`config.mk`:
```
export PLATFORM = sky130hd
export DESIGN_NAME = seg_digit_scanner
export DESIGN_NICKNAME = d
export VERILOG_FILES = /design/src/rtl/seg_digit_scanner.sv
export SDC_FILE = /design/constraint.sdc
export NUM_CORES = 1
export LEC_CHECK = 0
export CAP_MARGIN = 10
export CORE_ASPECT_RATIO = 1.75
export CORE_MARGIN = 2
export CORE_UTILIZATION = 54
export CTS_CLUSTER_DIAMETER = 100
export CTS_CLUSTER_SIZE = 24
export DETAILED_ROUTE_END_ITERATION = 6
export MAX_ROUTING_LAYER = met4
export PLACE_DENSITY_LB_ADDON = 0.25
export SYNTH_ARGS = -nofsm -noshare
export SYNTH_HDL_FRONTEND = slang
export SYNTH_SLANG_ARGS = --single-unit
```
`constraint.sdc`:
```
create_clock -name i_clk -period 4.7 [get_ports i_clk]
set_clock_uncertainty 0.2 [all_clocks]
set_input_delay 0.94 -clock i_clk [delete_from_list [all_inputs] [get_ports i_clk]]
set_output_delay 0.94 -clock i_clk [all_outputs]
set_load 0.02 [all_outputs]
```
`src/rtl/seg_digit_scanner.sv`:
```
// seg_digit_scanner: multiplexed 7-segment refresh controller.
// Presents one {digit-select, segment} word per digit over valid/ready,
// then dwells a fixed number of cycles before presenting the next digit.
// Inputs are snapshotted when digit 0 is presented so a frame never tears.
module seg_digit_scanner #(
    parameter int NUM_DIGITS     = 4,
    parameter int REFRESH_CYCLES = 4096,
    parameter bit COMMON_ANODE   = 1'b0
) (
    input  logic                      i_clk,
    input  logic                      i_reset_n,
    input  logic [4*NUM_DIGITS-1:0]   i_value,
    input  logic [NUM_DIGITS-1:0]     i_dp,
    input  logic [NUM_DIGITS-1:0]     i_blank,
    output logic [15:0]               o_word,
    output logic                      o_word_valid,
    input  logic                      i_word_ready,
    output logic [2:0]                o_digit_idx,
    output logic                      o_frame_start
);

    localparam int CW = (REFRESH_CYCLES > 1) ? $clog2(REFRESH_CYCLES) : 1;
    localparam logic [CW-1:0] CNT_LOAD = CW'(REFRESH_CYCLES - 1);
    localparam logic [2:0]    LAST_IDX = 3'(NUM_DIGITS - 1);

    typedef enum logic [1:0] {
        ST_START,
        ST_PRESENT,
        ST_DWELL
    } state_t;

    state_t        r_state, w_state_nx;
    logic [CW-1:0] r_cnt, w_cnt_nx;
    logic [2:0]    r_idx, w_idx_nx;
    logic [15:0]   r_word, w_word_nx;
    logic          r_fs, w_fs_nx;
    // Snapshots are zero-padded to the 8-digit maximum so indexing by a
    // 3-bit digit index is always in range.
    logic [31:0]   r_snap_value;
    logic [7:0]    r_snap_dp, r_snap_blank;
    logic          w_snap_en;
    logic          w_present;
    logic [2:0]    w_pres_idx;
    logic [2:0]    w_adv_idx;

    // Hex nibble to active-high segments, bit0=a .. bit6=g.
    function automatic logic [7:0] hex_seg(input logic [3:0] n);
        case (n)
            4'h0: hex_seg = 8'h3F;  4'h1: hex_seg = 8'h06;
            4'h2: hex_seg = 8'h5B;  4'h3: hex_seg = 8'h4F;
            4'h4: hex_seg = 8'h66;  4'h5: hex_seg = 8'h6D;
            4'h6: hex_seg = 8'h7D;  4'h7: hex_seg = 8'h07;
            4'h8: hex_seg = 8'h7F;  4'h9: hex_seg = 8'h6F;
            4'hA: hex_seg = 8'h77;  4'hB: hex_seg = 8'h7C;
            4'hC: hex_seg = 8'h39;  4'hD: hex_seg = 8'h5E;
            4'hE: hex_seg = 8'h79;  default: hex_seg = 8'h71;
        endcase
    endfunction

    // Full word for one digit: one-hot select, then segments with dp,
    // blanking, and finally polarity (blank therefore reads as all-off).
    function automatic logic [15:0] build_word(input logic [2:0] idx,
                                               input logic [3:0] nib,
                                               input logic dp,
                                               input logic blank);
        logic [7:0] seg;
        logic [7:0] sel;
        seg    = hex_seg(nib);
        seg[7] = dp;
        if (blank)
            seg = 8'h00;
        if (COMMON_ANODE)
            seg = ~seg;
        sel = 8'b1 << idx;
        build_word = {sel, seg};
    endfunction

    assign w_adv_idx = (r_idx == LAST_IDX) ? 3'd0 : r_idx + 3'd1;

    // Next-state, dwell counter and word selection.
    always_comb begin
        w_state_nx = r_state;
        w_cnt_nx   = r_cnt;
        w_idx_nx   = r_idx;
        w_word_nx  = r_word;
        w_fs_nx    = 1'b0;
        w_snap_en  = 1'b0;
        w_present  = 1'b0;
        w_pres_idx = r_idx;
        case (r_state)
            ST_START: begin
                w_present  = 1'b1;
                w_pres_idx = 3'd0;
            end
            ST_PRESENT: begin
                if (i_word_ready) begin
                    w_cnt_nx   = CNT_LOAD;
                    w_state_nx = ST_DWELL;
                end
            end
            ST_DWELL: begin
                if (r_cnt == '0) begin
                    w_present  = 1'b1;
                    w_pres_idx = w_adv_idx;
                end else begin
                    w_cnt_nx = r_cnt - 1'b1;
                end
            end
            default: w_state_nx = ST_START;
        endcase
        if (w_present) begin
            w_state_nx = ST_PRESENT;
            w_idx_nx   = w_pres_idx;
            if (w_pres_idx == 3'd0) begin
                // Digit 0 uses the live inputs being captured this edge.
                w_snap_en = 1'b1;
                w_fs_nx   = 1'b1;
                w_word_nx = build_word(3'd0, i_value[3:0], i_dp[0], i_blank[0]);
            end else begin
                w_word_nx = build_word(w_pres_idx,
                                       r_snap_value[{w_pres_idx, 2'b00} +: 4],
                                       r_snap_dp[w_pres_idx],
                                       r_snap_blank[w_pres_idx]);
            end
        end
    end

    // State, counter and output registers.
    always_ff @(posedge i_clk or negedge i_reset_n) begin
        if (!i_reset_n) begin
            r_state <= ST_START;
            r_cnt   <= '0;
            r_idx   <= 3'd0;
            r_word  <= 16'h0000;
            r_fs    <= 1'b0;
        end else begin
            r_state <= w_state_nx;
            r_cnt   <= w_cnt_nx;
            r_idx   <= w_idx_nx;
            r_word  <= w_word_nx;
            r_fs    <= w_fs_nx;
        end
    end

    // Frame snapshot, refreshed only when digit 0 is presented.
    always_ff @(posedge i_clk or negedge i_reset_n) begin
        if (!i_reset_n) begin
            r_snap_value <= '0;
            r_snap_dp    <= '0;
            r_snap_blank <= '0;
        end else if (w_snap_en) begin
            r_snap_value <= 32'(i_value);
            r_snap_dp    <= 8'(i_dp);
            r_snap_blank <= 8'(i_blank);
        end
    end

    assign o_word        = r_word;
    assign o_word_valid  = (r_state == ST_PRESENT);
    assign o_digit_idx   = r_idx;
    assign o_frame_start = r_fs;

endmodule
```
Yosys cells after proc, flatten, opt, wreduce, memory -nomap -nowiden --
Memory sizes are Yosys's and may differ from the RTL's. Index checks and enable logic that the tools add are counted.
Storage, ports and cells: ROM bits 224, input port bits 27, register bits 58, output and inout bits 21, memories kept 2
Operators by class: equality and inequality tests 7, reduce and logical (&&, ||, !) cells 7, mux-type cells 20, order comparisons 1, add/sub/neg operators 2, shifts and indexed selects 2
Memory list:
- (no name shown) | words 16, width 7, read ports 1, clocked after Yosys merged registers in 0, write ports 0, line 48 | case (n)
- (no name shown) | words 16, width 7, read ports 1, clocked after Yosys merged registers in 0, write ports 0, line 48
Operators by type and width (count):
- 32-bit by 6-bit variable part select with 4-bit output | 1
- 12-bit two-way mux | 2
- 12-bit case mux with 2 select lines | 1
- 16-bit two-way mux | 1
- 8-bit two-way mux | 2
- 12-bit logical NOT | 1
- 12-bit by 1-bit subtractor with 12-bit output (second input constant) | 1
- 1-bit by 3-bit left shift with 8-bit output (first input constant) | 1
- 1-bit binary-select mux with 3-bit select | 2
- 3-bit two-way mux | 2
- 3-bit case mux with 2 select lines | 1
- 1-bit two-way mux | 5
- 3-bit by 4-bit < comparator with 1-bit output (second input constant) | 1
- 2-bit two-way mux | 2
- 2-bit by 1-bit inequality test with 1-bit output (second input constant) | 2
- 2-bit case mux with 2 select lines | 1
- 3-bit by 1-bit adder with 3-bit output (second input constant) | 1
- 3-bit by 2-bit equality test with 1-bit output (second input constant) | 1
- 3-bit logical NOT | 1
- 3-bit by 1-bit inequality test with 1-bit output (second input constant) | 1
- 3-bit AND reduction | 1
- 2-bit by 1-bit equality test with 1-bit output (second input constant) | 1
- 2-bit equality test (second input constant) | 1
- 2-bit logical NOT | 1
- other kinds (5) | 5

Logic depth before layout (Yosys ltp) --
Gate-level depths: netlist of run 1.
depth in word-level cells 8, depth in mapped cells 16

Worst setup path before layout of run 1 --
Ideal clock, no wire load.
kind flip-flop to flip-flop, start register r_cnt[0], end register r_word[0], in the netlist o_word[0], slack 1.333 ns, required time 4.413 ns, period minus slack after synthesis 3.367 ns, arrival time 3.080 ns, cell stages (with the launch flop) 15, cells stage by stage dfrtp_1 inv_1 ha_1 or4b_1 o311ai_2 o311a_2 buf_6 mux2_2 nor2_1 inv_1 ha_1 nand2_1 nor3_1 a211o_1 o211ai_1
Between the ends: cells in the longest elaborated chain, start to end 7, elaborated cells between the ends (all ways) 12, classes of those cells shift (1); mux (8); reduce/logical (2); memory (1)
Ends and longest elaborated chain:
- start: declaration | line 33 | logic [CW-1:0] r_cnt, w_cnt_nx;
- start signal: assignment | line 138 | r_cnt <= w_cnt_nx;
- 12-bit logical NOT * | line 102 | if (r_cnt == '0) begin
- 3-bit two-way mux | line 102
- 3-bit case mux with 2 select lines | line 90 | case (r_state)
- 32-bit by 6-bit variable part select with 4-bit output or 1-bit binary-select mux with 3-bit select (tied branches) | line 121, 123
- memory read 16 x 7 bit or 1-bit two-way mux (tied branches)
- 8-bit two-way mux | line 70 | if (blank)
- 16-bit two-way mux | line 114 | if (w_pres_idx == 3'd0) begin
- end signal: assignment | line 140 | r_word <= w_word_nx;
- end: declaration | line 35 | logic [15:0] r_word, w_word_nx;
Mark *: on every way between the ends. The rest lies on a longest branch, timed or not. The select of a mux whose other input is x is not followed. A chain may end at the register's enable or synchronous reset.

Final worst setup path of run 1 --
start register r_state[0], end register r_word[0], in the netlist o_word[0]
Between the ends: cells in the longest elaborated chain, start to end 6, elaborated cells between the ends (all ways) 11, classes of those cells eq/ne (1); shift (1); mux (6); reduce/logical (2); memory (1)
Ends and longest elaborated chain:
- start: declaration | line 32 | state_t r_state, w_state_nx;
- start signal: assignment | line 137 | r_state <= w_state_nx;
- 2-bit equality test or 2-bit logical NOT (tied branches) | line 90
- 3-bit case mux with 2 select lines | line 90
- 32-bit by 6-bit variable part select with 4-bit output or 1-bit binary-select mux with 3-bit select (tied branches) | line 121, 123
- memory read 16 x 7 bit or 1-bit two-way mux (tied branches)
- 8-bit two-way mux | line 70
- 16-bit two-way mux | line 114
Several ways; a longest one is shown, not always the timed one. The select of a mux whose other input is x is not followed.

==> results of run 1 <==
==> layer usage <==
| layer | up-vias | part of all wire [%] | GRT usage [%] |
|---|---|---|---|
| li1 | 1225 | - | - |
| met4 | 0 | 3.1 | 10.5 |
| met5 | - | 0 | - |
| met2 | 51 | 59 | 45.1 |
| met1 | 1218 | 36 | 25.0 |
| met3 | 15 | 2.7 | 4.54 |
==> sequential cells by signal, indices dropped and copies added (netlist names) <==
| register | cells |
|---|---|
| o_digit_idx | 3 |
| o_frame_start | 1 |
| o_word | 16 |
| r_cnt | 12 |
| r_snap_blank | 3 |
| r_snap_dp | 3 |
| r_snap_value | 16 |
| r_state | 2 |
==> report_power, final <==
part | internal, W | switching (W)
sequential | 0.000636 | 0.0000896
clock | 0.000120 | 0.000158
combinational | 0.000402 | 0.000486
==> cell usage after synthesis (3+ instances only) <==
library cell / instances / area [um2]
sky130_fd_sc_hd__xnor2_1: 4 / 35.0
sky130_fd_sc_hd__nor3_1: 8 / 40.0
sky130_fd_sc_hd__nor2_1: 14 / 52.6
sky130_fd_sc_hd__inv_1: 14 / 52.6
sky130_fd_sc_hd__nand2_1: 47 / 176
sky130_fd_sc_hd__buf_4: 3 / 22.5
sky130_fd_sc_hd__mux2_2: 26 / 293
sky130_fd_sc_hd__clkbuf_1: 4 / 15.0
sky130_fd_sc_hd__nand3_1: 6 / 30.0
sky130_fd_sc_hd__o21ai_0: 14 / 70.1
sky130_fd_sc_hd__nand2b_1: 3 / 18.8
sky130_fd_sc_hd__xor2_1: 5 / 43.8
sky130_fd_sc_hd__a31oi_1: 8 / 50.1
sky130_fd_sc_hd__a21oi_1: 19 / 95.1
sky130_fd_sc_hd__o211ai_1: 3 / 22.5
sky130_fd_sc_hd__mux2i_1: 5 / 50.1
sky130_fd_sc_hd__or3_1: 3 / 18.8
sky130_fd_sc_hd__nor4_1: 4 / 25.0
sky130_fd_sc_hd__ha_1: 17 / 213
sky130_fd_sc_hd__dfrtp_1: 56 / 1400
==> logic make-up (layout without fill, tap and decap cells) <==
group           after synthesis  after routing
compound gates               73             73
fa+ha+maj                    17             17
mux                          31             31
buf+inv                      27             75
simple gates                100            100
xor+xnor                      9              9
flops                        56             56
==> through the flow <==
step | setup WS (ns) | instances | utilization, % | hold slack (ns) | area (um2)
3_5_place_dp | 0.909 | 431 | 64.0 | 0.278 | 3700
6_report | 0.882 | 439 | 65.6 | 0.300 | 3790
3_3_place_gp | 1.09 | 431 | 64.0 | 0.264 | 3700
4_1_cts | 0.899 | 439 | 65.6 | 0.299 | 3790
2_1_floorplan | 1.33 | 313 | - | 0.280 | 3170
5_1_grt | 0.581 | 439 | 65.6 | 0.319 | 3790
==> tightest hold or removal path: stages (launching register included) <==
cell and delay, ns:
sky130_fd_sc_hd__dfrtp_1 0.35, sky130_fd_sc_hd__nand2_1 0.04, sky130_fd_sc_hd__o21ai_0 0.07
==> area by class of cell <==
class	count	area, um2
Sequential cell	56	1400
Multi-Input combinational cell	230	1650
Clock buffer	7	86.3
Timing Repair Buffer	50	488
Fill cell	486	1990
Tap cell	78	97.6
Inverter	17	66.3
Clock inverter	1	7.51
==> cells in the final DEF, fill, tap and decap left out, drive strengths merged, types with 2 or more instances in the layout <==
master | netlist | routed
dfrtp | 56 | 56
nand2 | 47 | 47
clkdlybuf4s50 | 0 | 46
mux2 | 26 | 26
a21oi | 20 | 20
ha | 17 | 17
inv | 16 | 16
nor2 | 15 | 15
o21ai | 14 | 14
nor3 | 9 | 9
a31oi | 8 | 8
clkbuf | 4 | 7
nand3 | 6 | 6
mux2i | 5 | 5
xor2 | 5 | 5
nor4 | 4 | 4
xnor2 | 4 | 4
buf | 6 | 4
or3 | 3 | 3
o211ai | 3 | 3
nand2b | 3 | 3
a22o | 3 | 3
a311oi | 3 | 3
o22ai | 3 | 3
and3 | 3 | 3
nor2b | 2 | 2
and2 | 2 | 2
o31ai | 2 | 2
a22oi | 2 | 2
a211o | 2 | 2
o2111ai | 2 | 2
or4 | 2 | 2
o311ai | 2 | 2
a31o | 2 | 2
==> final timing paths <==
| check | start | end | slack (ns) | cells past startpoint |
|---|---|---|---|---|
| setup / recovery | r_state[0] | o_word[0] | 0.88 | 15 |
| hold / removal | o_word[14] | o_word[14] | 0.30 | 2 |
| setup reg to reg | r_state[0] | o_word[0] | 0.88 | 15 |
| hold reg to reg | o_word[14] | o_word[14] | 0.30 | 2 |
| max in group asynchronous | i_reset_n | r_state[1] | 3.15 | 2 |
| min in group asynchronous | i_reset_n | o_word[8] | 0.31 | 1 |
==> implementation parameters, run 1 <==
Parameter                              Value

Status
  Run status    completed

Logic synthesis
  Fraction of the mapped netlist area in adder cells    6.70%
  Average size of a mapped cell    between 10 and 15 um2
  Flip-flop and latch count after synthesis    56
  Register area share after synthesis    44.1%
  Instance count of the mapped netlist    313
  Synthesized-area fraction occupied by ao, oa, aoi and oai cells    approximately 17%
  XOR/XNOR Fraction of Synth Area    ~2.5%
  Net count after synthesis    357
  Async SR Flop Fraction    100%
  Count of flip-flops with a built-in enable after synthesis    0
  Count of warnings emitted by yosys    0
  Main synth FF type    sky130_fd_sc_hd__dfrtp_1
  Portion of netlist area occupied by mux cells    10.8%
  Combinational family with the most area after synthesis    compound AO/OA/AOI/OAI gates
  Post-Synth Simple-Gate Area    between 10% and 20%
  Post-Synthesis Cell Area    0.00317 mm2
  Number of distinct library cell variants in the gate-level netlist after synthesis    59

Die
  Height of the chip    105 um
  Initial Util    54.9%
  Die X    ~62 um
  I/O pin count    48
  Number of placement rows    37
  Core box area    0.00579 mm2
  Area of the die    between 0.006 and 0.007 mm2

STA
  Actual slew at the worst max-slew pin    0.603 ns
  Worst max-slew margin expressed relative to the limit    59.5%
  Final hold violations    0
  Period utilization    about four fifths
  Unrepaired setup endpoints after global routing    false
  Upper clock frequency limit    262 MHz
  Final worst path period need    between 3 and 4 ns
  Total negative slack    0 ns
  Setup violators final    0
  Final Max Tran Viols    0

Placement
  # port buffers    47
  Weighted congestion at the end of routability-driven global placement    0.903
  Half-perimeter wire length after detailed placement    ~5700 um

Clock tree
  TritonCTS clock tree    yes
  TritonCTS Buffers    5
  Clock latency on the worst-skew pair    ~0.32 ns
  Post-CTS Repair Setup Buffers    0
  Clk pin slew, worst setup/hold paths    0.10 ns
  Post-CTS Hold Buffers    0
  Root Buffer Master    sky130_fd_sc_hd__clkbuf_8
  Number of instances resized during post-cts repair    0
  Buffer depth of the longest clock path    2
  Total number of H-tree levels    2
  Total number of clock tree sinks    56

Final layout
  Antenna cells    0
  Layout Nets    404
  Area growth syn-to-layout    19.6%
  Share of layout cells above drive strength 1    14.7%

Worst setup path
  Cell type group with the largest total delay on the critical path    compound AO/OA/AOI/OAI gates
  Data required time of the worst path    4.74 ns
  Data arrival time of the critical path    3.86 ns
  Maximum fanout count along the critical path    11
  CP Capture Type    register
  Number of buffers and inverters on the critical path    3
  Delay of the slowest cell on the worst path    0.54 ns
  Type of origin of the critical path    register
  Slowest cell on the critical path    sky130_fd_sc_hd__a311oi_4
  Critical path, cell by cell    inv_1 > ha_1 > nor2_1 > and2_1 > a311oi_4 > inv_4 > mux2i_1 > mux2_2 > nor2_1 > inv_1 > ha_1 > nand2_1 > nor3_1 > a211o_1 > o211ai_1
  Setup CP Type    reg2reg

Routing
  Routed wire per std cell    16.5 um
  DRC marker count from the first detailed-route iteration    72
  Number of vias in the routed layout    2,509
  DRC violation count after routing    0
  Aggregate routed wire length    7240 um
  Final antenna-violating net count    0
  Routed vias/inst    5.72
  Detailed Routing Iterations Pass 1    4

GRT
  Initial antenna violation count    0
  Largest net degree at the start of global routing    between 40 and 50
  Wire length of the first global-routing pass    around 12,000 um
  Via count of the first global-routing pass    2,596
  GRT Total Usage    about 25%
  Overflow left after global routing    0

Run
  Max-capacitance violation count    0

Power
  Power density over the cells    498 mW/mm2
  Static power due to leakage    1.57 nW
  Maximum VDD drop    0.446 mV
  Power Total    0.00189 W

Worst hold path
  Path type of the worst min-delay path    reg2reg
(Power assumes the default switching activity.)
==> run 2, diff against run 1 <==
clock period = 3.7 ns   (was 4.7 ns; I/O delays follow)
==> run 2 against run 1 <==
Net effect: critical path depth unchanged; clock power rose by 25%; non-clock buffer count increased by 10; design area grew 2.3%; sequential power rose by 26%; die area unchanged; utilization grew 1.5 points; via count increased by 4.7%; sequential share of layout area is 0.83 points lower; register-to-register slack got worse by 0.73 ns; fmax is 7.6% higher; final cell count rose by 2.3%.
==> implementation parameters, run 2 (synthesis gave the netlist of run 1 again) <==
Parameter                              Value

Final layout
  Utilization of the core after routing    67.1% (+1.5 points)
  Share of layout cells above drive strength 1    17.8% (+3.1 points)
  Commonest cells after routing, fill and taps aside    56 x sky130_fd_sc_hd__dfrtp_1, 47 x sky130_fd_sc_hd__nand2_1, 46 x sky130_fd_sc_hd__clkdlybuf4s50_1
  Area growth syn-to-layout    22.3%
  Antenna cells    0 (unchanged)
  Most common library cell in the layout ignoring fill and taps    sky130_fd_sc_hd__dfrtp_1
  Layout Nets    414 (+2.5%)

Status
  Run status    completed

Routing
  Number of vias in the routed layout    2,627 (+4.7%)
  Routed wire per std cell    16.4 um (-0.59%)
  DRC marker count from the first detailed-route iteration    97 (+35%)
  Final antenna-violating net count    0 (unchanged)
  Detailed Routing Iterations Pass 1    4 (unchanged)
  Aggregate routed wire length    7360 um (+1.7%)
  Routed vias/inst    5.85 (+2.4%)
  DRC violation count after routing    0 (unchanged)

STA
  Final Max Tran Viols    0 (unchanged)
  Setup violators final    0 (unchanged)
  Period utilization    95.9% (+15 points)
  Upper clock frequency limit    282 MHz (+7.6%)
  Final worst path period need    3.55 ns (-0.268 ns)
  Actual slew at the worst max-slew pin    0.535 ns (-0.0677 ns)
  Final hold violations    0 (unchanged)
  Worst max-slew margin expressed relative to the limit    64.0% (+4.5 points)
  Worst hold margin    0.155 ns (-0.145 ns)

Die
  Initial Util    54.9% (unchanged)
  Height of the chip    105 um (unchanged)
  Core box area    0.00579 mm2 (unchanged)
  Die X    62.0 um (unchanged)
  Area of the die    0.00653 mm2 (unchanged)
  Number of placement rows    37 (unchanged)
  I/O pin count    48 (unchanged)

Clock tree
  Post-CTS Hold Buffers    0 (unchanged)
  TritonCTS clock tree    yes
  Buffer depth of the longest clock path    2 (unchanged)
  Clock latency on the worst-skew pair    0.30 ns (-0.02 ns)
  Root Buffer Master    sky130_fd_sc_hd__clkbuf_8
  TritonCTS Buffers    5 (unchanged)
  Clk pin slew, worst setup/hold paths    0.10 ns (about the same)
  Total number of clock tree sinks    56 (unchanged)
  Total number of H-tree levels    2 (unchanged)

GRT
  Initial antenna violation count    0 (unchanged)
  GRT Total Usage    24.7% (-0.50 points)
  Largest net degree at the start of global routing    39 (-9.3%)
  Via count of the first global-routing pass    2,565 (-1.2%)
  Wire length of the first global-routing pass    11,900 um (-0.87%)
  Overflow left after global routing    0 (unchanged)

Worst setup path
  FF-to-FF setup slack    0.15 ns (-0.73 ns)
  Reg2reg end    o_word[0]
  Type of origin of the critical path    register
  Maximum fanout count along the critical path    10 (-1)
  Depth of the worst register-to-register path    15 (unchanged)
  Launch instance of the worst register-to-register path    r_cnt[0]
  Data required time of the worst path    3.73 ns (-1.01 ns)
  Data arrival time of the critical path    3.58 ns (-0.28 ns)
  Setup CP Type    reg2reg
  CP Capture Type    register

Placement
  # port buffers    47 (unchanged)
  Half-perimeter wire length after detailed placement    5640 um (-0.79%)
  Weighted congestion at the end of routability-driven global placement    0.928 (+2.7%)

Power
  Maximum VDD drop    0.392 mV (-12%)
  Static power due to leakage    1.62 nW (+3.2%)
  Power density over the cells    628 mW/mm2 (+26%)

Worst hold path
  Path type of the worst min-delay path    in2async

Run
  Max-capacitance violation count    0 (unchanged)
[run 2: cell types whose count changed in the layout (fill, tap and decap cells not counted), sizes merged]
cell | previous run | this run
buf | 4 | 14
[run 2: repair_timing]
| item | CTS | global route |
|---|---|---|
| buffers inserted | 0 | 4 |
| resized for setup | 0 | 3 |
| setup endpoints to repair | 0 | 7 |
[run 2: critical path, cell delays in order, from the launching register on]
cell,delay (ns)
sky130_fd_sc_hd__dfrtp_1,0.39
sky130_fd_sc_hd__inv_1,0.11
sky130_fd_sc_hd__ha_1,0.20
sky130_fd_sc_hd__or4b_4,0.50
sky130_fd_sc_hd__nor3_4,0.26
sky130_fd_sc_hd__a311oi_4,0.14
sky130_fd_sc_hd__inv_4,0.14
sky130_fd_sc_hd__mux2i_1,0.12
sky130_fd_sc_hd__mux2_2,0.33
sky130_fd_sc_hd__nor2_2,0.20
sky130_fd_sc_hd__inv_1,0.12
sky130_fd_sc_hd__ha_1,0.22
sky130_fd_sc_hd__nand2_1,0.06
sky130_fd_sc_hd__nor3_1,0.05
sky130_fd_sc_hd__a211o_1,0.28
sky130_fd_sc_hd__o211ai_1,0.15
[run 2: per-layer routing]
metal / track usage [%] / vias up / part of all wire, %
met2: 42.1 / 81 / 55
met3: 3.68 / 29 / 3.3
met4: 11.9 / 0 / 4.6
met1: 26.5 / 1283 / 37
li1: - / 1234 / -
met5: - / - / 0
[run 2: final cells by class]
| class | count | area, um2 |
|---|---|---|
| Timing Repair Buffer | 60 | 563 |
| Inverter | 17 | 66.3 |
| Tap cell | 78 | 97.6 |
| Clock inverter | 1 | 7.51 |
| Clock buffer | 7 | 86.3 |
| Sequential cell | 56 | 1400 |
| Multi-Input combinational cell | 230 | 1660 |
| Fill cell | 475 | 1900 |
[run 2: worst max-delay path by stage]
stage                   from        end  slack, ns
finish              r_cnt[0]  o_word[0]       0.15
global route        r_cnt[0]  o_word[0]      -0.04
CTS                 r_cnt[0]  o_word[0]        0.1
detailed placement  r_cnt[0]  o_word[0]       0.13
global placement    r_cnt[0]  o_word[0]       0.23
floorplan           r_cnt[0]  o_word[0]       0.33
[run 2: through the flow]
stage	power (W)	worst slack, ns	TNS [ns]	area, um2	instances
3_5_place_dp	0.00207	0.127	0	3750	437
4_1_cts	0.00241	0.0996	0	3840	445
2_1_floorplan	0.00170	0.333	0	3170	313
5_1_grt	0.00259	-0.0408	-0.0688	3880	449
3_3_place_gp	0.00205	0.234	0	3750	437
6_report	0.00244	0.150	0	3880	449
[run 2: report_power, final]
| group | switching (W) | internal, W | total [W] |
|---|---|---|---|
| combinational | 0.000638 | 0.000538 | 0.00118 |
| clock | 0.000194 | 0.000153 | 0.000347 |
| sequential | 0.000108 | 0.000807 | 0.000915 |
==> run 3, diff against run 2 <==
CORE_UTILIZATION = 40   (was 54)
SLEW_MARGIN = 10   (was default)
==> run 3 against run 2 <==
Net effect: critical path depth shrank 1; non-clock buffer count shrank 2; worst setup slack gained 0.053 ns; critical endpoint unchanged; fmax grew 1.5%; combinational power is essentially flat; utilization shrank 17 points.
==> implementation parameters, run 3 (synthesis gave the netlist of run 1 again) <==
Parameter                              Value

Routing
  DRC marker count from the first detailed-route iteration    156 (+61%)
  Routed vias/inst    5.53 (-5.4%)
  Detailed Routing Iterations Pass 1    4 (unchanged)
  Routed wire per std cell    17.1 um (+4.6%)
  Aggregate routed wire length    7870 um (+6.9%)
  DRC violation count after routing    0 (unchanged)
  Number of vias in the routed layout    2,540 (-3.3%)
  Final antenna-violating net count    0 (unchanged)

Worst setup path
  Reg2reg end    o_word[0]
  Maximum fanout count along the critical path    10 (unchanged)
  Slowest cell on the critical path    sky130_fd_sc_hd__or4b_4
  WP depth    14 (-1)
  FF-to-FF setup slack    0.20 ns (+0.05 ns)
  Launch instance of the worst register-to-register path    r_cnt[0]
  Data required time of the worst path    3.71 ns (-0.02 ns)
  Data arrival time of the critical path    3.51 ns (-0.07 ns)
  Delay of the slowest cell on the worst path    0.49 ns (about the same)
  Setup CP Type    reg2reg
  Type of origin of the critical path    register
  Cell type group with the largest total delay on the critical path    compound AO/OA/AOI/OAI gates
  Critical path, cell by cell    inv_1 > ha_1 > or4b_4 > o311ai_2 > o311a_2 > buf_4 > mux2i_1 > o22ai_2 > inv_1 > ha_1 > nand2_1 > nor3_1 > a211o_1 > o211ai_1
  CP Capture Type    register
  Number of buffers and inverters on the critical path    3 (unchanged)
  Depth of the worst register-to-register path    14 (-1)

GRT
  Overflow left after global routing    0 (unchanged)
  GRT Total Usage    20.0% (-4.7 points)
  Via count of the first global-routing pass    2,768 (+7.9%)
  Wire length of the first global-routing pass    13,200 um (+11%)
  Initial antenna violation count    0 (unchanged)
  Largest net degree at the start of global routing    33 (-15%)

Status
  Run status    completed

Placement
  Weighted congestion at the end of routability-driven global placement    0.895 (-3.5%)
  # port buffers    47 (unchanged)
  Number of placed instances with taps included    450 (+3.0%)
  Half-perimeter wire length after detailed placement    6250 um (+11%)

STA
  Worst max-slew margin expressed relative to the limit    63.4% (-0.57 points)
  Upper clock frequency limit    286 MHz (+1.5%)
  Period utilization    94.5% (-1.4 points)
  Actual slew at the worst max-slew pin    0.548 ns (+0.0135 ns)
  Final Max Tran Viols    0 (unchanged)
  Setup violators final    0 (unchanged)
  Final hold violations    0 (unchanged)
  Worst hold margin    0.232 ns (+0.0769 ns)
  Final worst path period need    3.50 ns (-0.0532 ns)

Final layout
  Area taken by multi-input logic gates    0.00166 mm2 (unchanged)
  Layout Cells excl Fill    459 (+2.2%)
  Share of layout cells above drive strength 1    17.3% (-0.45 points)
  Most common library cell in the layout ignoring fill and taps    sky130_fd_sc_hd__dfrtp_1
  Antenna cells    0 (unchanged)
  Layout Nets    412 (-0.48%)
  Commonest cells after routing, fill and taps aside    56 x sky130_fd_sc_hd__dfrtp_1, 47 x sky130_fd_sc_hd__nand2_1, 46 x sky130_fd_sc_hd__clkdlybuf4s50_1
  Sequential cell area    0.00140 mm2 (unchanged)
  Fillers    742 (+56%)
  Area growth syn-to-layout    24.1%

Die
  I/O pin count    48 (unchanged)
  Initial Util    40.7% (-14 points)
  Core box area    0.00780 mm2 (+35%)
  Die X    71.3 um (+15%)
  Number of placement rows    43 (+16%)
  Area of the die    0.00869 mm2 (+33%)
  Height of the chip    122 um (+16%)

Clock tree
  Clock latency on the worst-skew pair    0.29 ns (about the same)
  Total number of H-tree levels    2 (unchanged)
  TritonCTS Buffers    5 (unchanged)
  Buffer depth of the longest clock path    2 (unchanged)
  Root Buffer Master    sky130_fd_sc_hd__clkbuf_16
  Total number of clock tree sinks    56 (unchanged)
  Clk pin slew, worst setup/hold paths    0.07 ns (-0.03 ns)
  Post-CTS Hold Buffers    0 (unchanged)
  TritonCTS clock tree    yes

Run
  Max-capacitance violation count    0 (unchanged)

Worst hold path
  Path type of the worst min-delay path    in2async

Power
  Maximum VDD drop    0.357 mV (-8.9%)
  Static power due to leakage    1.63 nW (+0.87%)
  Power density over the cells    655 mW/mm2 (+4.3%)
-- run 3: what timing repair did --
action | in CTS | in global routing
setup endpoints to repair | 0 | 6
setup buffers | 0 | 1
gates resized for setup | 0 | 4
-- run 3: worst max path at each step --
stage	startpoint	to	slack (ns)
floorplan	r_cnt[0]	o_word[0]	0.33
global placement	r_cnt[0]	o_word[0]	0.28
detailed placement	r_cnt[0]	o_word[0]	0.15
CTS	r_cnt[0]	o_word[0]	0.14
global route	r_cnt[6]	o_word[3]	-0.009
finish	r_cnt[0]	o_word[0]	0.20
-- run 3: where the power goes --
group          switching [W]  internal, W
sequential          0.000122     0.000809
clock               0.000207     0.000270
combinational       0.000646     0.000526
-- run 3: final cells by class --
cell class / instances / share of cell area, %
repair buffers: 58 / 13.9
clock inverters: 1 / 0.191
well taps: 90 / 2.86
clock buffers: 7 / 3.62
multi-input cells: 230 / 42.2
flip-flops and latches: 56 / 35.6
inverters: 17 / 1.68
-- run 3: worst register-to-register path, stage by stage (launching register included) --
cell	delay, ns
sky130_fd_sc_hd__dfrtp_1	0.38
sky130_fd_sc_hd__inv_1	0.12
sky130_fd_sc_hd__ha_1	0.19
sky130_fd_sc_hd__or4b_4	0.49
sky130_fd_sc_hd__o311ai_2	0.25
sky130_fd_sc_hd__o311a_2	0.24
sky130_fd_sc_hd__buf_4	0.18
sky130_fd_sc_hd__mux2i_1	0.10
sky130_fd_sc_hd__o22ai_2	0.30
sky130_fd_sc_hd__inv_1	0.16
sky130_fd_sc_hd__ha_1	0.23
sky130_fd_sc_hd__nand2_1	0.07
sky130_fd_sc_hd__nor3_1	0.04
sky130_fd_sc_hd__a211o_1	0.31
sky130_fd_sc_hd__o211ai_1	0.15
-- run 3: per-stage QoR --
stage	TNS [ns]	setup slack, ns	cell area [um2]	power [W]	utilization [%]
finish	0	0.204	3940	0.00258	50.5
global route	-0.0108	-0.00861	3940	0.00274	50.5
CTS	0	0.142	3920	0.00260	50.2
detailed placement	0	0.145	3770	0.00211	48.3
global placement	0	0.283	3770	0.00210	48.3
floorplan	0	0.333	3170	0.00170	-
-- run 3: routing by layer --
layer | vias to the layer above | routed length, um | GRT usage (%)
met2 | 37 | 4560 | 37.7
met4 | 0 | 231 | 8.37
li1 | 1233 | - | -
met1 | 1256 | 2920 | 20.1
met5 | - | 0 | -
met3 | 14 | 160 | 2.81
==> RTL edit 1, RTL diff (settings of run 3) <==
Change the parameter `COMMON_ANODE` from 1'b0 to 1'b1.
--- a/src/rtl/seg_digit_scanner.sv
+++ b/src/rtl/seg_digit_scanner.sv
@@ -5,7 +5,7 @@
 module seg_digit_scanner #(
     parameter int NUM_DIGITS     = 4,
     parameter int REFRESH_CYCLES = 4096,
-    parameter bit COMMON_ANODE   = 1'b0
+    parameter bit COMMON_ANODE   = 1'b1
 ) (
     input  logic                      i_clk,
     input  logic                      i_reset_n,
Behaviour: not the same (Yosys sat finds a counterexample within 4 cycles, from zero or initial values and one cycle with i_reset_n low).
==> RTL edit 1 against run 3 <==
First-iteration DRC count shrank 67%; hold slack gained 0.049 ns; non-clock buffer count grew 11; clock power shrank 3%; power grew 4.2%; area after synthesis grew 0.43%; routed wire length shrank 4.2%; design area grew 2.9%; sequential cell count is the same; worst setup slack lost 0.070 ns; sequential power grew 0.8%; critical path type unchanged; critical endpoint is now o_word[1]$_DFFE_PN0P_; highest routed layer unchanged.
==> RTL edit 1: results (changes against run 3) <==
GRT Util Overall -> 18.9% (was 20.0%)
Reg-to-Reg End -> o_word[1]$_DFFE_PN0P_ (was o_word[0]$_DFFE_PN0P_)
HPWL Detailed -> 5.96 mm (was 6.25 mm)
Ratio of cells with drive above 1 in the final layout -> 21.6% (was 17.3%)
CTS Buffer Depth -> 2 (unchanged)
Fin nets -> 404 (was 412)
Clk_lat worst skew -> 0.29 ns (about the same)
Path depth of the worst reg2reg path -> 12 (was 14)
Fin cells -> 451 (was 459)
Met3 Use GR -> 2.73% (was 2.81%)
Post-synth ARST share -> 100% (unchanged)
Post-Syn Nets -> 342 (was 357)
Diodes inserted -> 0 (unchanged)
Outcome -> finished, final reports clean (unchanged)
Iteration-0 DRC Markers -> 52 (was 156)
Total CTS buffers -> 5 (unchanged)
Global placement routability congestion -> 0.872 (was 0.895)
Routed wire length -> 7.54 mm (was 7.87 mm)
FILL cells -> 733 (was 742)
YS warnings -> 0 (unchanged)
Crit Path Class -> reg2reg (unchanged)
WP data arrival -> 3.58 ns (was 3.51 ns)
HP Class -> in2async (unchanged)
Antenna violations before repair -> 0 (unchanged)
Worst-path maximum fanout -> 7 (was 10)
Worst reg2reg path startpoint -> r_cnt[1]$_DFFE_PN0P_ (was r_cnt[0]$_DFFE_PN0P_)
Post-Place Worst Slack -> 0.00466 ns (was 0.145 ns)
Drt pass-1 iters -> 4 (unchanged)
Power share of the clock group -> 17.3% (was 18.5%)
VDD IR max -> 0.000406 V (was 0.000357 V)
Sequential share of the synthesized area -> 44.0% (was 44.1%)
Port-buffer cells -> 47 (unchanged)
Root Driver -> clkbuf_16 (unchanged)
Post-synth cell types -> 56 (was 59)
Max Used Layer -> met4 (unchanged)
Vias in the first global route -> 2581 (was 2768)
Met3 routed wirelength -> 181 um (was 160 um)
Detailed-route via count -> 2516 (was 2540)
DP Cell Count -> 439 (was 450)
Top cells by area, synth -> dfrtp_1, mux2_2, ha_1, mux2i_1, a21oi_1 (was dfrtp_1, mux2_2, ha_1, nand2_1, a21oi_1)
Met1 usage -> 19.1% (was 20.1%)
GR Layer Usage met2 -> 35.5% (was 37.7%)
Highest clock rate -> 280 MHz (was 286 MHz)
First-pass GRT wire length -> 12.5 mm (was 13.2 mm)
Slew HR -> 50.5% (was 63.4%)
Met1 wire length -> 2.86 mm (was 2.92 mm)
Sw Pwr -> 1010 uW (was 975 uW)
Sequential cell power -> 938 uW (was 931 uW)
Top post-synthesis cells by count -> dfrtp_1, mux2_2, nand2_1 (was dfrtp_1, nand2_1, mux2_2)
Largest net degree at the start of global routing -> 31 (was 33)
Synthesized instance count -> 298 (was 313)
Clock slew at reported path FFs -> 0.07 ns (about the same)
Leak Pwr -> 0.00166 uW (was 0.00163 uW)
H-tree Lvls -> 2 (unchanged)
Met2 WL -> 4.30 mm (was 4.56 mm)
RTL edit 1: cell types whose count changed after synthesis, moves of 4 or more:
cell | before | now
o21a_1 | 0 | 4
or3_1 | 3 | 8
nor3_1 | 8 | 3
nand3_1 | 6 | 12
a32o_1 | 0 | 4
mux2i_1 | 5 | 18
nand2_1 | 47 | 22
RTL edit 1: stage by stage:
stage          hold slack [ns]  total power, uW  cell area [um2]
3_5_place_dp             0.274             2200             3860
6_report                 0.281             2690             4050
5_1_grt                  0.315             2870             4050
3_3_place_gp             0.268             2170             3860
2_1_floorplan            0.244             1750             3190
4_1_cts                  0.290             2670             4010
RTL edit 1: kinds of logic (layout without fill, tap and decap cells):
family,count (synthesis),count (layout),share of synthesized area (%)
DFF,56,56,44.0
adders and majority gates,17,17,6.67
xor gates and xnor gates,4,4,1.10
buffers and inverters,30,93,4.20
muxes,48,48,17.2
AOI/OAI and AO/OA,64,64,13.8
and+or+nand+nor,79,79,13.1
RTL edit 1: timing repair:
action / in CTS / in global routing
setup buffers: 0 / 4
pin swaps: 0 / 2
endpoints found under the setup margin: 2 / 7
resized for setup: 1 / 4
RTL edit 1: critical path, stage by stage (launching register included):
cell,delay (ns)
dfrtp_1,0.40
inv_2,0.07
ha_1,0.14
or4b_4,0.47
or3_4,0.39
a311oi_4,0.29
inv_4,0.13
mux2i_1,0.14
mux2_4,0.29
nor2_4,0.16
ha_1,0.27
or3_1,0.37
a31oi_1,0.17
RTL edit 1: cell type report:
cell class | count | area share (%)
multi-input cells | 212 | 41.7
flip-flops and latches | 56 | 34.6
well taps | 90 | 2.78
clock inverters | 3 | 0.463
repair buffers | 69 | 15.9
inverters | 16 | 1.54
clock buffers | 5 | 3.09
==> RTL edit 2, RTL diff (config.mk and constraints of run 3) <==
Made on the original files. Reset style: synchronous (`i_reset_n`), changed in 2 clocked blocks.
--- a/src/rtl/seg_digit_scanner.sv
+++ b/src/rtl/seg_digit_scanner.sv
@@ -126,7 +126,7 @@
     end
 
     // State, counter and output registers.
-    always_ff @(posedge i_clk or negedge i_reset_n) begin
+    always_ff @(posedge i_clk) begin
         if (!i_reset_n) begin
             r_state <= ST_START;
             r_cnt   <= '0;
@@ -143,7 +143,7 @@
     end
 
     // Frame snapshot, refreshed only when digit 0 is presented.
-    always_ff @(posedge i_clk or negedge i_reset_n) begin
+    always_ff @(posedge i_clk) begin
         if (!i_reset_n) begin
             r_snap_value <= '0;
             r_snap_dp    <= '0;
Formal check against the unedited RTL: differs if i_reset_n is asserted again (counterexample within 4 cycles, from zero or initial values and one cycle with i_reset_n low); with i_reset_n held inactive, the same outputs for 10 cycles.
==> RTL edit 2 against run 3 <==
Design area increased by 2.5%; area after synthesis increased by 2.9%; sequential cell count unchanged; critical path depth decreased by 3; count of clock-buffer cells in the layout unchanged; via count increased by 15%; worst setup slack improved by 0.0017 ns; clock power increased by 1%; routed wire length increased by 2.0%; non-clock buffer count increased by 8; power decreased by 28%.
==> RTL edit 2: results (changes against run 3) <==
Hold Path Origin -> o_word[14]$_SDFFE_PN0P_
HP Class -> reg2reg (was in2async)
Post-synth ARST share -> 0% (was 100%)
WHS Endpoint -> o_word[14]$_SDFFE_PN0P_
Hold path depth -> 2
Post-DP Area -> 3870 um2 (was 3770 um2)
Clk_lat worst skew -> 0.29 ns (about the same)
Diodes inserted -> 0 (unchanged)
WP data arrival -> 3.47 ns (was 3.51 ns)
Antenna violations before repair -> 0 (unchanged)
Path depth of the worst reg2reg path -> 11 (was 14)
Slew HR -> 54.0% (was 63.4%)
Top FF cell, synth -> dfxtp_1 (was dfrtp_1)
Fin nets -> 476 (was 412)
Crit path largest cell delay -> 0.48 ns
Worst reg2reg path startpoint -> r_cnt[0]$_SDFFE_PN0P_ (was r_cnt[0]$_DFFE_PN0P_)
Post-Place Worst Slack -> 0.153 ns (was 0.145 ns)
First-pass GRT wire length -> 13.1 mm (was 13.2 mm)
Top cells by area, synth -> dfxtp_1, a21boi_0, nand2_1, ha_1, mux2i_1 (was dfrtp_1, mux2_2, ha_1, nand2_1, a21oi_1)
Sequential share of the synthesized area -> 34.3% (was 44.1%)
Global placement routability congestion -> 0.883 (was 0.895)
YS warnings -> 0 (unchanged)
FILL cells -> 779 (was 742)
Total CTS buffers -> 5 (unchanged)
Post-Syn Nets -> 426 (was 357)
Top post-synthesis cells by count -> nand2_1, dfxtp_1, a21boi_0 (was dfrtp_1, nand2_1, mux2_2)
Ratio of cells with drive above 1 in the final layout -> 11.0% (was 17.3%)
Outcome -> finished, final reports clean (unchanged)
Period Utilization, post-route -> 94.5% (about the same)
Reg2reg setup slack -> 0.21 ns
HPWL Detailed -> 6.16 mm (was 6.25 mm)
Post-synth EDFFs -> 0 (unchanged)
Leak Pwr -> 0.00152 uW (was 0.00163 uW)
Detailed-route via count -> 2928 (was 2540)
Port-buffer cells -> 47 (unchanged)
Largest net degree at the start of global routing -> 33 (unchanged)
Post-synth cell types -> 67 (was 59)
Post-cts sizing count -> 0 (unchanged)
VDD IR max -> 0.000306 V (was 0.000357 V)
Drt pass-1 iters -> 4 (unchanged)
Clock slew at reported path FFs -> 0.07 ns (about the same)
Reg-to-Reg End -> o_word[1]$_SDFFE_PN0P_ (was o_word[0]$_DFFE_PN0P_)
Iteration-0 DRC Markers -> 107 (was 156)
CTS Buffer Depth -> 2 (unchanged)
GRT Util Overall -> 19.2% (was 20.0%)
Worst-path maximum fanout -> 8 (was 10)
Crit-path slowest cell -> mux4_2 (was or4b_4)
Routed wire length -> 8.03 mm (was 7.87 mm)
-- RTL edit 2: cell types whose count changed after synthesis, moves of 4 or more --
cell / delta
nand2_1: +25
o311ai_1: +4
dfxtp_1: +56
nor3b_1: +4
mux2_2: -26
and2_1: +5
a21oi_1: -13
a211oi_1: +6
a21boi_0: +39
nor2_1: -4
dfrtp_1: -56
nand4_1: +4
clkbuf_1: +11
o21ai_0: -4
-- RTL edit 2: metal layers --
layer	GRT usage, %	vias up	wire length, um
met1	19.3	1368	3090
met3	3.02	24	256
li1	-	1471	-
met2	34.5	65	4290
met4	10.8	0	389
met5	-	-	0
-- RTL edit 2: worst max-delay path, delay by kind of cell (launching register included) --
kind,cells,cell delay [ns]
buf+inv,1,0.11
mux,2,0.75
fa+ha+maj,2,0.46
compound gates,3,0.50
flops,1,0.35
simple gates,3,1.01
-- RTL edit 2: timing repair --
action	4_1_cts	5_1_grt
buffers inserted	0	2
endpoints found under the hold margin	0	0
endpoints found under the setup margin	0	1
-- RTL edit 2: worst max-delay path by stage --
stage / startpoint / end / cells after the start
6_report: r_cnt[0]$_SDFFE_PN0P_ / o_word[1]$_SDFFE_PN0P_ / 11
5_1_grt: r_cnt[0]$_SDFFE_PN0P_ / o_word[1]$_SDFFE_PN0P_ / 11
4_1_cts: r_cnt[0]$_SDFFE_PN0P_ / o_word[1]$_SDFFE_PN0P_ / 11
3_5_place_dp: r_cnt[0]$_SDFFE_PN0P_ / o_word[1]$_SDFFE_PN0P_ / 11
3_3_place_gp: r_cnt[0]$_SDFFE_PN0P_ / o_word[1]$_SDFFE_PN0P_ / 11
2_1_floorplan: o_digit_idx[0]$_SDFFE_PN0P_ / o_word[1]$_SDFFE_PN0P_ / 11
-- RTL edit 2: area by class of cell --
type,count,area [um2],share of cell area [%]
well taps,90,113,2.79
flip-flops and latches,56,1120,27.8
repair buffers,66,613,15.2
multi-input cells,288,1970,48.9
clock buffers,7,143,3.53
clock inverters,1,7.51,0.186
inverters,18,67.6,1.67
-- RTL edit 2: logic make-up (layout without fill, tap and decap cells) --
family / Yosys count / after routing / share of synthesized area (%)
fa+ha+maj: 14 / 14 / 5.36
mux: 8 / 8 / 2.99
compound gates: 113 / 113 / 26.4
flops: 56 / 56 / 34.3
xor+xnor: 11 / 11 / 2.95
buf+inv: 41 / 92 / 5.25
simple gates: 142 / 142 / 22.8
-- RTL edit 2: power breakdown --
part | internal [uW] | switching [uW]
Sequential | 676 | 58.7
Combinational | 275 | 352
Clock | 270 | 214
-- RTL edit 2: through the flow --
stage,utilization (%),std cells,hold slack (ns)
2_1_floorplan,-,385,0.239
3_5_place_dp,49.0,516,0.254
4_1_cts,50.9,524,0.265
3_3_place_gp,49.0,516,0.247
5_1_grt,51.1,526,0.280
6_report,51.1,526,0.258
